--- config.mk ---
export PLATFORM = sky130hd
export DESIGN_NAME = pc_fetch_unit
export DESIGN_NICKNAME = d
export VERILOG_FILES = /design/src/rtl/pc_fetch_unit.sv
export SDC_FILE = /design/constraint.sdc
export NUM_CORES = 1
export LEC_CHECK = 0
export CAP_MARGIN = 25
export CORE_MARGIN = 4
export CORE_UTILIZATION = 42
export CTS_BUF_LIST = sky130_fd_sc_hd__clkbuf_8
export DETAILED_ROUTE_END_ITERATION = 10
export PLACE_DENSITY = 0.83
export SYNTH_ARGS = -nofsm -noshare
export SYNTH_HDL_FRONTEND = slang
export SYNTH_SLANG_ARGS = --single-unit
--- constraint.sdc ---
create_clock -name clk -period 2.55 [get_ports clk]
set_input_delay 0.51 -clock clk [delete_from_list [all_inputs] [get_ports clk]]
set_output_delay 0.51 -clock clk [all_outputs]
set_load 0.005 [all_outputs]
--- src/rtl/pc_fetch_unit.sv ---
// Sequential instruction fetch front-end: one outstanding imem request, registered instruction to decode.
// Optional macro FETCH_MISALIGN_TRAP_EN traps misaligned retire targets into a sticky FAULT state.
module pc_fetch_unit #(
  parameter logic [31:0] RESET_VECTOR = 32'h0000_0000
) (
  input  logic        clk,
  input  logic        rst_n,
  input  logic [31:0] pc_next,
  output logic [31:0] pc,
  output logic [31:0] pc_plus_four,
  output logic        imem_req_valid,
  input  logic        imem_req_ready,
  output logic [31:0] imem_addr,
  input  logic        imem_rsp_valid,
  input  logic [31:0] imem_rdata,
  output logic [31:0] instr,
  output logic        instr_valid,
  input  logic        instr_ready,
  output logic [31:0] fetch_count,
  output logic        misalign_fault
);

  // state | meaning
  // REQ   | request presented at pc, waiting for imem_req_ready
  // WAIT  | request accepted, waiting for imem_rsp_valid
  // HOLD  | instruction presented to decode, waiting for instr_ready
  // FAULT | misaligned retire target trapped; only reset leaves
  typedef enum logic [1:0] {
    S_REQ   = 2'd0,
    S_WAIT  = 2'd1,
    S_HOLD  = 2'd2,
    S_FAULT = 2'd3
  } state_e;

  state_e      state_q, state_d;
  logic [31:0] pc_q, pc_d;
  logic [31:0] instr_q, instr_d;
  logic [31:0] fetch_count_q, fetch_count_d;
  logic        retire;
  logic        misaligned;

  assign retire = (state_q == S_HOLD) && instr_ready;

`ifdef FETCH_MISALIGN_TRAP_EN
  logic fault_q, fault_d;

  assign misaligned = (pc_next[1:0] != 2'b00);
  assign fault_d    = fault_q | (retire & misaligned);

  always_ff @(posedge clk) begin
    if (!rst_n) fault_q <= 1'b0;
    else        fault_q <= fault_d;
  end

  assign misalign_fault = fault_q;
`else
  assign misaligned     = 1'b0;
  assign misalign_fault = 1'b0;
`endif

  always_ff @(posedge clk) begin
    if (!rst_n) begin
      state_q       <= S_REQ;
      pc_q          <= RESET_VECTOR;
      instr_q       <= 32'h0;
      fetch_count_q <= 32'h0;
    end else begin
      state_q       <= state_d;
      pc_q          <= pc_d;
      instr_q       <= instr_d;
      fetch_count_q <= fetch_count_d;
    end
  end

  always_comb begin
    state_d = state_q;
    unique case (state_q)
      S_REQ:   if (imem_req_ready) state_d = S_WAIT;
      S_WAIT:  if (imem_rsp_valid) state_d = S_HOLD;
      S_HOLD:  if (instr_ready)    state_d = misaligned ? S_FAULT : S_REQ;
      S_FAULT: state_d = S_FAULT;
      default: state_d = S_REQ;
    endcase
  end

  always_comb begin
    pc_d          = pc_q;
    instr_d       = instr_q;
    fetch_count_d = fetch_count_q;
    if ((state_q == S_WAIT) && imem_rsp_valid) instr_d = imem_rdata;
    if (retire) begin
      fetch_count_d = fetch_count_q + 32'd1;
`ifdef FETCH_MISALIGN_TRAP_EN
      if (!misaligned) pc_d = pc_next;
`else
      // Low bits are dropped so fetch addresses are always word aligned.
      pc_d = pc_next & ~32'h3;
`endif
    end
  end

  always_comb begin
    imem_req_valid = (state_q == S_REQ);
    instr_valid    = (state_q == S_HOLD);
  end

  assign pc           = pc_q;
  assign imem_addr    = pc_q;
  assign pc_plus_four = pc_q + 32'd4;
  assign instr        = instr_q;
  assign fetch_count  = fetch_count_q;

endmodule

Yosys cells after proc, flatten, opt, wreduce, memory -nomap -nowiden
Cells that the tools add are included.
Cells by class
  equal/unequal tests: 6
  reduce and logical (&&, ||, !) cells: 4
  muxes and demuxes: 4
  $add $sub $neg: 2
Operator list (number)
  32-bit by 1-bit adder with 32-bit output, second input constant: 1
  32-bit by 3-bit adder with 32-bit output, second input constant: 1
  2-bit one-hot mux with 4 select lines: 1
  2-bit 2-to-1 mux: 3
  2-bit equality test, second input constant: 2
  2-bit by 1-bit inequality test with 1-bit output, second input constant: 2
  3-bit AND reduction: 1
  2-bit by 1-bit equality test with 1-bit output, second input constant: 1
  1-bit logical AND: 2
  2-bit logical NOT: 1
  2-bit inequality test, second input constant: 1
Storage, ports and cells
  word-level logic and storage cells: 20
  register bits after elaboration: 96
  output and inout port bits: 163
  input port bits: 69

Longest topological paths before layout
  depth after elaboration: 3
  gate-level depth with buffers: 8
  gate-level depth less buffers: 6

Least setup slack after synthesis
OpenSTA, ideal clock, no wires.
  path type: register to output
  start: register pc_q[2] (netlist: imem_addr[2])
  end: output port pc_plus_four[26]
  arrival time: 1.674 ns
  required time: 2.040 ns
  cell stages (with the launch flop): 6
  path slack: 0.366 ns
  cells stage by stage: dfxtp_1 > ha_1 > nand4_1 > nor4_1 > nand4_1 > xnor2_1
On the way
  word-level cells in the longest chain between the ends: 1
RTL lines
  start, declared: RTL line 36  | logic [31:0] pc_q, pc_d;
  start signal, assigned: RTL line 69  | pc_q <= pc_d;
  32-bit by 3-bit adder with 32-bit output: RTL line 109  | assign pc_plus_four = pc_q + 32'd4;
  end, declared: RTL line 10  | output logic [31:0] pc_plus_four,
Every way passes these cells.

Final worst setup path
  start: register pc_q[8] (netlist: imem_addr[8])
  end: output port pc_plus_four[15]
The elaborated chain is that of the path after synthesis.

==> results.md <==
* Rows at 37
* Fill cells at 816
* RSZ-0062 raised after global routing: true
* Startpoint type of the worst setup path: flop
* Rel. slew slack at 0.571
* Final hold violation count at 0
* Reg2Reg Depth at 7
* Via count at 4,945
* P_leak at 2.64 nW
* Share of layout cells above drive strength 1 at 0.118
* Crit path kind: reg2out
* Seq pwr share at 0.511
* Status: finished, violations left
* Hold_ws at 0.457 ns
* Clk slew on worst S/H paths at 0.09 ns
* Dpl cell area at 0.00693 sq mm
* CTS tree: yes
* Tcrit/Tclk final at 1.00
* Combinational Power Share at 0.157
* Fin. max-slew vios at 0
* Worst r2r src: state_q[0]$_SDFFE_PN0P_
* Multi-input logic area at 0.00234 sq mm
* Antenna viol nets, final at 0
* CTS Hold Buffers Added at 0
* Initial Util at 0.439
* Sw Share at 0.242
* Sequential Area at 0.00193 sq mm
* Syn avg cell area at 7.78 sq um
* Setup TNS at -0.0182 ns
* Worst Path Arrival at 2.05 ns
* Post-Synthesis Cells at 593
* Failing checks: setup timing
* Yosys top cell area share at 0.417
* Max Root-Sink Buffers at 2
* Die Span X at 113 microns
* Maximum number of pins on one net before global-route repair at 59
* Pwr Density at 430 mW/mm^2
* Worst hold path class: reg2reg
* CORE AREA at 0.0105 sq mm
* HPWL after DPL at 11.4 mm
* Tightest Pin Transition at 0.638 ns
* DRT Wirelength at 15.3 mm
* Net switching power at 0.000754 W
* Clk pwr share at 0.331
* Most frequent cells in the layout: 199 x clkdlybuf4s50_1, 149 x nand2_1, 92 x dfxtp_1
* Required @ worst endpoint at 2.04 ns
* Clock sinks at 96
* Total Nets Final at 885
* Die ar. at 0.0127 sq mm
* Post-DR vias/cell at 5.21
* Worst hold path depth at 2
* Num CTS Buffers at 9
* Synth unique cells at 34
* Vias in the first global route at 4,747
* Post-synth top area cell: dfxtp_1
* Gr usage total at 0.226
* Setup ws final at -0.0122 ns
* TritonRoute pass-1 iters at 6
* Port bufs at 222
* Initial antenna violation count at 0
* Worst hold start: instr[4]$_SDFFE_PN0P_
* Crit. End Element: output port
* Post-route DRC at 0
* GR Overflow Total at 0
* Hold endpoint: instr[4]$_SDFFE_PN0P_
* Clock Latency Late Sink at 0.35 ns
* Max VDD drop at 315 uV
* Antenna Cells at 0
* Layout area overhead at 56.9%
* RR Endpoint: fetch_count[23]$_SDFFE_PN0P_
* Max cap viols at 0
* Setup violators final at 2
* Synth Register Bits at 96
* P_int at 0.00236 W
* Die Ht at 113 microns
* Initial DRC count at 384
* YS warnings at 0
* Worst clock skew at 0.00553 ns
* Fmax at 390 MHz
* CTS root buffer: clkbuf_8
* Mapped Area at 0.00461 sq mm
* Post-synthesis sequential area ratio at 0.417
* Commonest non-fill, non-tap cell in the layout: clkdlybuf4s50_1
* CP max FO at 4
* Num ports at 232
* Top post-synthesis cells by area: dfxtp_1 42%, nand2_1 12%, a21oi_1 8.6%
* R2R Setup Slk at 0.31 ns
* Final Util at 0.688
* Cell area after layout at 0.00723 sq mm
* First-pass GRT wire length at 23.7 mm
* Routed len/inst at 16.1 microns
* H-tree depth at 3
* RD Place Congestion at 0.876
* Period minus WS final at 2.56 ns
[per-layer routing]
layer / up-vias / part of all wire / global-route usage
met5: - / 0 / 0
met1: 2281 / 0.37 / 0.249
li1: 2391 / - / -
met4: 0 / 0.038 / 0.104
met2: 227 / 0.52 / 0.413
met3: 46 / 0.069 / 0.0487
[worst max-delay path, stage by stage (launching register included)]
cell	delay, ns
dfxtp_2	0.36
nand4_1	0.28
buf_4	0.25
nor4_4	0.24
nand3_1	0.14
xnor2_1	0.16
dlygate4sd2_1	0.26
[area by class of cell]
type,instances,area share
clock inverters,3,0.00554
inverters,16,0.00830
repair buffers,269,0.350
clock buffers,12,0.0228
multi-input cells,418,0.323
flip-flops and latches,96,0.266
well taps,136,0.0235
[sequential cells by signal (all words and copies together), names as in the netlist]
name,cells
fetch_count,32
instr,32
state_q,2
imem_addr,30
[how the worst max path moves through the flow]
stage | slack [ns] | to | cells after the start | startpoint
floorplan | 0.37 | pc_plus_four[26] | 5 | imem_addr[2]$_SDFFE_PN0P_
global placement | 0.08 | pc_plus_four[28] | 7 | imem_addr[2]$_SDFFE_PN0P_
detailed placement | 0.01 | fetch_count[23]$_SDFFE_PN0P_ | 6 | instr_ready
CTS | -0.08 | pc_plus_four[26] | 8 | imem_addr[3]$_SDFFE_PN0P_
global route | -0.12 | pc_plus_four[15] | 6 | imem_addr[8]$_SDFFE_PN0P_
finish | -0.01 | pc_plus_four[15] | 6 | imem_addr[8]$_SDFFE_PN0P_
[per-stage QoR]
step	worst slack [ns]	total power, W	instances
final	-0.0122	0.00311	950
after global placement	0.0821	0.00210	925
after detailed placement	0.0145	0.00212	925
after CTS	-0.0765	0.00315	948
after global routing	-0.116	0.00325	950
after floorplan	0.366	0.00182	599
[cell families (layout without fill, tap and decap cells)]
kind of cell	after synthesis	in the layout	share of synthesized area
muxes	6	6	0.0130
xor gates and xnor gates	37	37	0.0703
adders and majority gates	6	6	0.0163
and+or+nand+nor	263	263	0.266
DFF	96	96	0.417
AOI/OAI and AO/OA	99	99	0.116
other	1	7	0.000813
buffers and inverters	85	300	0.100
[power by group through the flow]
stage | Clock [W] | Sequential [W] | Combinational [W]
after floorplan | 0 | 0.00163 | 0.000193
after global placement | 0 | 0.00162 | 0.000480
after detailed placement | 0 | 0.00162 | 0.000494
after CTS | 0.00107 | 0.00159 | 0.000492
after global routing | 0.00112 | 0.00160 | 0.000531
final | 0.00103 | 0.00159 | 0.000489
[cell usage after synthesis (all sizes together)]
| library cell | number |
|---|---|
| dfxtp | 96 |
| o21ai | 5 |
| a222oi | 1 |
| nand2 | 150 |
| a21oi | 79 |
| or2 | 3 |
| nand4 | 19 |
| or4 | 14 |
| nor2 | 20 |
| conb | 1 |
| nor4 | 8 |
| or3 | 5 |
| nor3 | 6 |
| and3 | 8 |
| mux2i | 6 |
| xor2 | 8 |
| buf | 41 |
| and4 | 1 |
| inv | 16 |
| nand2b | 5 |
| ha | 6 |
| o31ai | 11 |
| xnor2 | 29 |
| a211oi | 1 |
| nand3 | 20 |
| o21a | 1 |
| and2 | 2 |
| a21boi | 1 |
| clkbuf | 28 |
| nor3b | 2 |
[timing repair]
action / in CTS / in global routing
hold endpoints to repair: 0 / 0
buffers inserted: 8 / 2
pin swaps: 4 / 11
resized for setup: 39 / 39
endpoints found under the setup margin: 22 / 15
No activity file was read; power rests on OpenSTA's default activity.
